===== src/rtl/tnn_feed_pkg.sv =====
// Shared types and constants for the ternary-classifier feature feeder.
package tnn_feed_pkg;

  localparam int unsigned NUM_FEAT = 32'd5;

  typedef logic [1:0] feat_code_t;

  typedef enum logic [1:0] {
    ST_COLLECT = 2'd0,
    ST_PRESENT = 2'd1,
    ST_DRAIN   = 2'd2
  } feed_state_e;

endpackage


===== src/rtl/tnn_feature_feeder_if.sv =====
// Raw-sample input stream, quantised-vector output stream and frame status.
interface tnn_feature_feeder_if #(
  parameter int unsigned RAW_W = 32'd8
);
  import tnn_feed_pkg::*;

  logic             s_valid;
  logic             s_ready;
  logic [RAW_W-1:0] s_data;
  logic             s_last;
  logic             m_valid;
  logic             m_ready;
  feat_code_t       out_a;
  feat_code_t       out_b;
  feat_code_t       out_c;
  feat_code_t       out_d;
  feat_code_t       out_e;
  logic             frame_err;
  logic [15:0]      frame_cnt;

  modport slave (
    input  s_valid, s_data, s_last, m_ready,
    output s_ready, m_valid, out_a, out_b, out_c, out_d, out_e,
           frame_err, frame_cnt
  );

  modport master (
    output s_valid, s_data, s_last, m_ready,
    input  s_ready, m_valid, out_a, out_b, out_c, out_d, out_e,
           frame_err, frame_cnt
  );

endinterface


===== src/rtl/tnn_quant2.sv =====
// Combinational 2-bit threshold quantiser: maps an unsigned sample onto 0..3.
module tnn_quant2
  import tnn_feed_pkg::*;
#(
  parameter int unsigned RAW_W = 32'd8,
  parameter int unsigned THR0  = 32'd64,
  parameter int unsigned THR1  = 32'd128,
  parameter int unsigned THR2  = 32'd192
) (
  input  logic [RAW_W-1:0] x_i,
  output feat_code_t       code_o
);

  localparam logic [RAW_W-1:0] T0 = RAW_W'(THR0);
  localparam logic [RAW_W-1:0] T1 = RAW_W'(THR1);
  localparam logic [RAW_W-1:0] T2 = RAW_W'(THR2);

  // Highest threshold reached wins.
  always_comb begin
    code_o = 2'd0;
    if (x_i >= T2) begin
      code_o = 2'd3;
    end else if (x_i >= T1) begin
      code_o = 2'd2;
    end else if (x_i >= T0) begin
      code_o = 2'd1;
    end else begin
      code_o = 2'd0;
    end
  end

endmodule


===== src/rtl/tnn_feature_feeder.sv =====
// Collects five raw samples per frame, quantises them and presents one
// 2-bit feature vector per well-formed frame to the classifier.
module tnn_feature_feeder
  import tnn_feed_pkg::*;
#(
  parameter int unsigned RAW_W    = 32'd8,
  parameter int unsigned NUM_FEAT = tnn_feed_pkg::NUM_FEAT,
  parameter int unsigned THR0     = 32'd64,
  parameter int unsigned THR1     = 32'd128,
  parameter int unsigned THR2     = 32'd192
) (
  input  logic                  clk,
  input  logic                  rst_n,
  tnn_feature_feeder_if.slave   bus
);

  localparam logic [2:0] LAST_IDX = 3'(NUM_FEAT - 32'd1);

  feed_state_e state_q, state_d;
  logic [2:0]  idx_q, idx_d;
  feat_code_t  slots_q [NUM_FEAT];
  feat_code_t  slots_d [NUM_FEAT];
  logic        m_valid_q, m_valid_d;
  logic        frame_err_q, frame_err_d;
  logic [15:0] frame_cnt_q, frame_cnt_d;
  feat_code_t  code_s;
  logic        s_ready_s;
  logic        s_hs_s;

  tnn_quant2 #(
    .RAW_W (RAW_W),
    .THR0  (THR0),
    .THR1  (THR1),
    .THR2  (THR2)
  ) u_quant (
    .x_i    (bus.s_data),
    .code_o (code_s)
  );

  // Held low through reset so nothing is accepted before the FSM is live.
  assign s_ready_s = rst_n & (state_q != ST_PRESENT);
  assign s_hs_s    = bus.s_valid & s_ready_s;

  // Next-state, slot write and status update.
  always_comb begin
    state_d     = state_q;
    idx_d       = idx_q;
    slots_d     = slots_q;
    m_valid_d   = m_valid_q;
    frame_err_d = 1'b0;
    frame_cnt_d = frame_cnt_q;
    case (state_q)
      ST_COLLECT: begin
        if (s_hs_s) begin
          slots_d[idx_q] = code_s;
          if (idx_q == LAST_IDX) begin
            idx_d = 3'd0;
            if (bus.s_last) begin
              state_d   = ST_PRESENT;
              m_valid_d = 1'b1;
            end else begin
              frame_err_d = 1'b1;
              state_d     = ST_DRAIN;
            end
          end else if (bus.s_last) begin
            frame_err_d = 1'b1;
            idx_d       = 3'd0;
          end else begin
            idx_d = idx_q + 3'd1;
          end
        end else begin
          state_d = ST_COLLECT;
        end
      end
      ST_PRESENT: begin
        if (bus.m_ready) begin
          frame_cnt_d = frame_cnt_q + 16'd1;
          m_valid_d   = 1'b0;
          state_d     = ST_COLLECT;
        end else begin
          state_d = ST_PRESENT;
        end
      end
      ST_DRAIN: begin
        if (s_hs_s && bus.s_last) begin
          state_d = ST_COLLECT;
        end else begin
          state_d = ST_DRAIN;
        end
      end
      default: begin
        state_d   = ST_COLLECT;
        idx_d     = 3'd0;
        m_valid_d = 1'b0;
      end
    endcase
  end

  // State and output registers.
  always_ff @(posedge clk or negedge rst_n) begin
    if (!rst_n) begin
      state_q     <= ST_COLLECT;
      idx_q       <= 3'd0;
      m_valid_q   <= 1'b0;
      frame_err_q <= 1'b0;
      frame_cnt_q <= 16'd0;
      for (int i = 0; i < int'(NUM_FEAT); i++) begin
        slots_q[i] <= 2'd0;
      end
    end else begin
      state_q     <= state_d;
      idx_q       <= idx_d;
      m_valid_q   <= m_valid_d;
      frame_err_q <= frame_err_d;
      frame_cnt_q <= frame_cnt_d;
      slots_q     <= slots_d;
    end
  end

  assign bus.s_ready   = s_ready_s;
  assign bus.m_valid   = m_valid_q;
  assign bus.frame_err = frame_err_q;
  assign bus.frame_cnt = frame_cnt_q;
  assign bus.out_a     = slots_q[0];
  assign bus.out_b     = slots_q[1];
  assign bus.out_c     = slots_q[2];
  assign bus.out_d     = slots_q[3];
  assign bus.out_e     = slots_q[4];

endmodule


===== src/flat_wrapper.sv =====
// flat-port wrapper written by rule: the top's interface ports become plain ports
module tnn_feature_feeder_flat import tnn_feed_pkg::*;
#(
  parameter int unsigned RAW_W    = 32'd8,
  parameter int unsigned NUM_FEAT = tnn_feed_pkg::NUM_FEAT,
  parameter int unsigned THR0     = 32'd64,
  parameter int unsigned THR1     = 32'd128,
  parameter int unsigned THR2     = 32'd192
)
  (clk, rst_n, bus_s_valid, bus_s_data, bus_s_last, bus_m_ready, bus_s_ready, bus_m_valid, bus_out_a, bus_out_b, bus_out_c, bus_out_d, bus_out_e, bus_frame_err, bus_frame_cnt);
  tnn_feature_feeder_if #(.RAW_W(RAW_W)) bus_i ();
  input  logic clk;
  input  logic rst_n;
  input wire logic [$bits(bus_i.s_valid)-1:0] bus_s_valid;
  input wire logic [$bits(bus_i.s_data)-1:0] bus_s_data;
  input wire logic [$bits(bus_i.s_last)-1:0] bus_s_last;
  input wire logic [$bits(bus_i.m_ready)-1:0] bus_m_ready;
  output wire logic [$bits(bus_i.s_ready)-1:0] bus_s_ready;
  output wire logic [$bits(bus_i.m_valid)-1:0] bus_m_valid;
  output wire logic [$bits(bus_i.out_a)-1:0] bus_out_a;
  output wire logic [$bits(bus_i.out_b)-1:0] bus_out_b;
  output wire logic [$bits(bus_i.out_c)-1:0] bus_out_c;
  output wire logic [$bits(bus_i.out_d)-1:0] bus_out_d;
  output wire logic [$bits(bus_i.out_e)-1:0] bus_out_e;
  output wire logic [$bits(bus_i.frame_err)-1:0] bus_frame_err;
  output wire logic [$bits(bus_i.frame_cnt)-1:0] bus_frame_cnt;
  assign bus_i.s_valid = bus_s_valid;
  assign bus_i.s_data = bus_s_data;
  assign bus_i.s_last = bus_s_last;
  assign bus_i.m_ready = bus_m_ready;
  assign bus_s_ready = bus_i.s_ready;
  assign bus_m_valid = bus_i.m_valid;
  assign bus_out_a = bus_i.out_a;
  assign bus_out_b = bus_i.out_b;
  assign bus_out_c = bus_i.out_c;
  assign bus_out_d = bus_i.out_d;
  assign bus_out_e = bus_i.out_e;
  assign bus_frame_err = bus_i.frame_err;
  assign bus_frame_cnt = bus_i.frame_cnt;
  tnn_feature_feeder #(.RAW_W(RAW_W), .NUM_FEAT(NUM_FEAT), .THR0(THR0), .THR1(THR1), .THR2(THR2)) u_core (.clk(clk), .rst_n(rst_n), .bus(bus_i));
endmodule

===== config.mk =====
export PLATFORM = sky130hd
export DESIGN_NAME = tnn_feature_feeder_flat
export DESIGN_NICKNAME = d
export VERILOG_FILES = /design/src/rtl/tnn_feed_pkg.sv /design/src/rtl/tnn_feature_feeder_if.sv /design/src/rtl/tnn_quant2.sv /design/src/rtl/tnn_feature_feeder.sv /design/src/flat_wrapper.sv
export SDC_FILE = /design/constraint.sdc
export NUM_CORES = 1
export LEC_CHECK = 0
export CORE_ASPECT_RATIO = 1.25
export CORE_UTILIZATION = 32
export CTS_BUF_LIST = sky130_fd_sc_hd__clkbuf_16
export CTS_CLUSTER_DIAMETER = 120
export DETAILED_ROUTE_END_ITERATION = 8
export PLACE_DENSITY_LB_ADDON = 0.3
export SLEW_MARGIN = 40
export SYNTH_ARGS = -nofsm -noshare
export SYNTH_HDL_FRONTEND = slang
export SYNTH_SLANG_ARGS = --single-unit

===== constraint.sdc =====
create_clock -name clk -period 2.4 [get_ports clk]
set_input_delay 0.48 -clock clk [delete_from_list [all_inputs] [get_ports clk]]
set_output_delay 0.48 -clock clk [all_outputs]
set_load 0.01 [all_outputs]

# Word level (Yosys, flattened, before mapping)
# Index checks and enable logic that the tools add are counted.
# word_totals
regBits	33
in_bits	13
output_inout_bits	29
word_cells	65
# classes
add_sub_neg	2
n_lt_le_gt_ge	5
eq_ne	9
mux	26
bitwise	5
n_reduce_logical	8
# ops
operator	n
16-bit by 1-bit adder with 16-bit output, second input constant	1
8-bit >= comparator, second input constant	2
2-bit 2-to-1 mux	7
1-bit 2-to-1 mux	11
10-bit bitwise mux	1
3-bit 2-to-1 mux	3
8-bit by 7-bit >= comparator with 1-bit output, second input constant	1
2-bit demux with 3-bit select	1
2-bit by 1-bit != test with 1-bit output, second input constant	3
2-bit case mux with 3 select lines	1
3-bit case mux with 2 select lines	1
2-bit AND reduction	3
5-bit AND reduction	1
4-bit >= comparator, second input constant	1
4-bit by 1-bit < comparator with 1-bit output, second input constant	1
2-bit != test, second input constant	2
3-bit inverter with 4-bit output	1
3-bit by 1-bit adder with 3-bit output, second input constant	1
3-bit equality test, second input constant	1
3-bit != test, second input constant	1
1-bit case mux with 3 select lines	1
1-bit AND	2
2-bit by 1-bit equality test with 1-bit output, second input constant	1
2-bit equality test, second input constant	1
other kinds (4)	6

# Logic depth before layout (Yosys ltp)
# Gate-level depths: netlist of run 1.
# logic_depth
word_depth	6
depth_mapped	7
ltp_nobuf	6

# Modules after synthesis
# A second synthesis of run 1 with hierarchy kept.
# hier_totals
hier_cells	133
hier_area_um2	1576.5
# by_module_without_submodules
module	instances	cells_per_inst	area_per_inst_um2	seq_area_each_um2
tnn_feature_feeder	1	131	1569.0	825.8
tnn_quant2	1	2	7.5	0.0

# Least setup slack after synthesis of run 1
# No wires, ideal clock.
# synth_path
path_kind	register to register
from	register u_core.state_q[1]
to	register u_core.frame_cnt_q[15], in the netlist u_core.bus.frame_cnt[15]
setup_ps	79
arrival_time_ps	1807
required_ps	2321
path_slack_ps	514
stages_incl_launch_ff	8
path_buffers	1
synth_period_minus_slack_ps	1886
path_cell_list	dfrtp_1 -> inv_1 -> ha_1 -> nand2_2 -> or4_4 -> buf_6 -> nor4_4 -> xor2_1
# synth_via
elab_chain_len	2
# synth_lines
item	line_no	text
from (decl)	tnn_feature_feeder.sv:19	feed_state_e state_q, state_d;
from (signal assigned)	tnn_feature_feeder.sv:111	state_q <= state_d;
2-bit by 1-bit equality test with 1-bit output	tnn_feature_feeder.sv:52	case (state_q)
2-bit AND reduction (no line)	--	
to (signal assigned)	tnn_feature_feeder.sv:115	frame_cnt_q <= frame_cnt_d;
to (decl)	tnn_feature_feeder.sv:25	logic [15:0] frame_cnt_q, frame_cnt_d;
# No other way between the ends.
# A chain may end at the register's enable or synchronous reset.

# Final worst setup path of run 1
# layout_path
from	register u_core.state_q[1]
to	output port bus_s_ready
# layout_via
elab_chain_len	2
# layout_lines
item	line_no	text
2-bit by 1-bit != test with 1-bit output	tnn_feature_feeder.sv:41	assign s_ready_s = rst_n & (state_q != ST_PRESENT);
1-bit AND	tnn_feature_feeder.sv:41	
to (decl)	flat_wrapper.sv:18	output wire logic [$bits(bus_i.s_ready)-1:0] bus_s_ready;
# No other way between the ends.

==> results of run 1 <==
==> state kept, by name, summed over array words and instances (netlist names) <==
register and count:
u_core.state_q 2, u_core.bus.out_c 2, u_core.bus.out_a 2, u_core.bus.m_valid 1, u_core.bus.out_e 2, u_core.bus.frame_cnt 16
u_core.idx_q 3, u_core.bus.out_d 2, u_core.bus.out_b 2, u_core.bus.frame_err 1
==> area by class of cell <==
class	instances	area [um^2]	share of cell area (%)
timing repair buffer	37	365	16.9
tap	60	75.1	3.47
clock inverter	3	37.5	1.74
multi-input combinational	95	713	33.0
clock buffer	5	125	5.79
sequential	33	826	38.2
inverter	5	18.8	0.869
==> per-layer routing <==
metal / vias to the layer above / share of wire [%] / track usage, %
met5: - / 0 / 0
met4: 0 / 2.2 / 7.11
met3: 9 / 5.2 / 5.68
met2: 37 / 51 / 24.7
met1: 572 / 42 / 15.4
li1: 554 / - / -
==> cell families (layout without fill, tap and decap cells) <==
kind of cell	count (synthesis)	in the layout	share of synthesized area (%)
flip-flops	33	33	52.6
multiplexers	13	13	9.17
adder cells (fa/ha/maj)	7	7	5.58
buffers and inverters	6	50	1.91
AND/OR/NAND/NOR	49	49	17.6
XOR/XNOR	16	16	8.93
AO/OA/AOI/OAI	10	10	4.15
==> worst reg2reg max path: cells and delay by family, from the launching register on <==
family | cells | cell delay, ns
and+or+nand+nor | 3 | 0.90
DFF | 1 | 0.39
muxes | 1 | 0.34
adders and majority gates | 1 | 0.26
buffers and inverters | 1 | 0.08
==> per-stage QoR <==
| stage | hold WS (ns) | utilization, % | cell area [um^2] | total power, W | std cells |
|---|---|---|---|---|---|
| after floorplan | 0.184 | - | 1570 | 0.00102 | 134 |
| after global placement | 0.456 | 42.2 | 2000 | 0.00129 | 230 |
| after detailed placement | 0.467 | 42.2 | 2000 | 0.00131 | 230 |
| after CTS | 0.478 | 45.7 | 2160 | 0.00202 | 238 |
| after global routing | 0.487 | 45.7 | 2160 | 0.00212 | 238 |
| final | 0.476 | 45.7 | 2160 | 0.00200 | 238 |
==> path summary, 6_finish.rpt <==
kind                                            endpoint                     start
worst max-delay path                         bus_s_ready         u_core.state_q[1]
worst min-delay path            u_core.bus.frame_cnt[15]  u_core.bus.frame_cnt[15]
worst max register to register       u_core.bus.out_c[1]         u_core.state_q[1]
worst min register to register  u_core.bus.frame_cnt[15]  u_core.bus.frame_cnt[15]
max in group asynchronous            u_core.bus.out_d[0]                     rst_n
min in group asynchronous       u_core.bus.frame_cnt[10]                     rst_n
==> where the power goes <==
part	leakage, nW	switching (W)	internal (W)
logic	0.462	0.000225	0.000309
registers	0.444	0.0000885	0.000675
clock network	0.0826	0.000222	0.000481
total	0.989	0.000536	0.00146
==> cell usage in the layout, fill, tap and decap left out, types with 3 or more instances in the layout <==
master / n
nand3_1: 6
inv_1: 6
mux2_2: 11
and3_1: 5
ha_1: 7
nor2_1: 8
xnor2_1: 8
clkbuf_16: 5
nand2_1: 12
dfrtp_1: 33
nand4_1: 5
clkdlybuf4s50_1: 35
a21oi_1: 3
xor2_1: 8
==> impl_metrics.toml, run 1 <==
[run_status]
outcome = "complete, no violations"

[floorplan]
core_area_um2 = 4730
initial_utilization_pct = 33.2
dieArea_um2 = 5190
die_y_um = 80.3
die_w_um = 64.6
rows = 28
io_pins = 42

[worst_hold_path]
hold_depth = 1
min_path_type = "flip-flop to flip-flop"

[worst_setup_path]
slowest_stage = "clkdlybuf4s50_1"
critPathArrivalTime_ns = 1.75
path_buf_inv = 2
critPathMaxFanout = 7
path_delay_family = "buffers and inverters"
critPathMaxStageDelay_ns = 0.53
reg2reg_depth = 6
endpoint_kind = "primary output"
reg2reg_setup_slack_ns = 0.32
start_kind = "flip-flop"
cp_data_required_time_ns = 1.92
cp.depth = 4
crit_type = "flip-flop to primary output"
path_cells = "inv_1, ha_1, and2b_1, clkdlybuf4s50_1"

[sta]
hold_viol_final = 0
slew_violations = 0
setup_ws_ns = 0.174
finalSetupTns_ns = 0
setup_viol = 0
tightest_slew_ns = 0.500
grt_setup_unrepaired = "false"
fin_crit_ns = 2.23
fin_skew_ns = 0.00652
finalCritPeriodShare_pct = 92.8
relSlewSlack_pct = 66.4
clock.fmax_ghz = 0.449

[yosys]
ys_top_cells_by_count = "dfrtp_1, nand2_1, mux2_2"
synth-seq-cells = 33
syn_area_um2 = 1570
syn-num-nets = 154
yosysMostFrequentCell = "dfrtp_1"
synth_area_leaders = "dfrtp_1, mux2_2, ha_1, xnor2_1, xor2_1"
yosys_warnings = 0
synthArstFlopShare_pct = 100
synth_flop_cell = "dfrtp_1"
ys_seq_area_share_pct = 52.6
synth_cell_types = 32
synth_top_area_share_pct = 52.6
syn_inst = 134
avgSynthCellArea_um2 = 11.7
yosysTopAreaCell = "dfrtp_1"
synth_edf_count = 0

[clock_tree]
cts-resized-gates = 0
cts_sinks = 33
h-tree-depth = 2
cts_max_path_buffers = 2
ctsHoldBuffers = 0
cts_tree = "built"
clk_latency_ns = 0.28
post_cts_buffers = 0
clkTransAtPathRegs_ns = 0.05
root_buffer = "clkbuf_16"
cts-buffers-inserted = 5

[detailed_routing]
drt-pass1-iter-count = 4
antenna_left = 0
wl_um = 3220
wl_per_cell_um = 13.5
drtIter0Drc = 53
via_per_inst = 4.92
via_count = 1172
drc = 0

[cells_and_area]
antenna_cells = 0
fin_nets = 197
fillers = 443
final_layout_size_suffix_gt1_share_pct = 12.9
area_growth_pct = 37.7

[power]
ir_drop_mv = 0.476
powerDensity_nw_per_um2 = 926
leakagePower_nw = 0.989

[grt]
grt_overflow = 0
grt_max_degree = 19
grt_first_pass_wirelength_um = 5550
grt_pass1_vias = 1225
antenna_found_initial = 0
grtUsageTotal_pct = 14.5

[placement]
dp_hpwl_um = 2460
pre_cts_ws_ns = 0.0806
gp_congestion = 0.736
port_buffers = 35

[flow_run]
drv_cap = 0
Power figures use the tool's default switching activity.
==> run 2, diff against run 1 <==
- SLEW_MARGIN: 40 -> not set
==> results of run 2 <==
Final layout, timing and power as in run 1 (identical DEF).
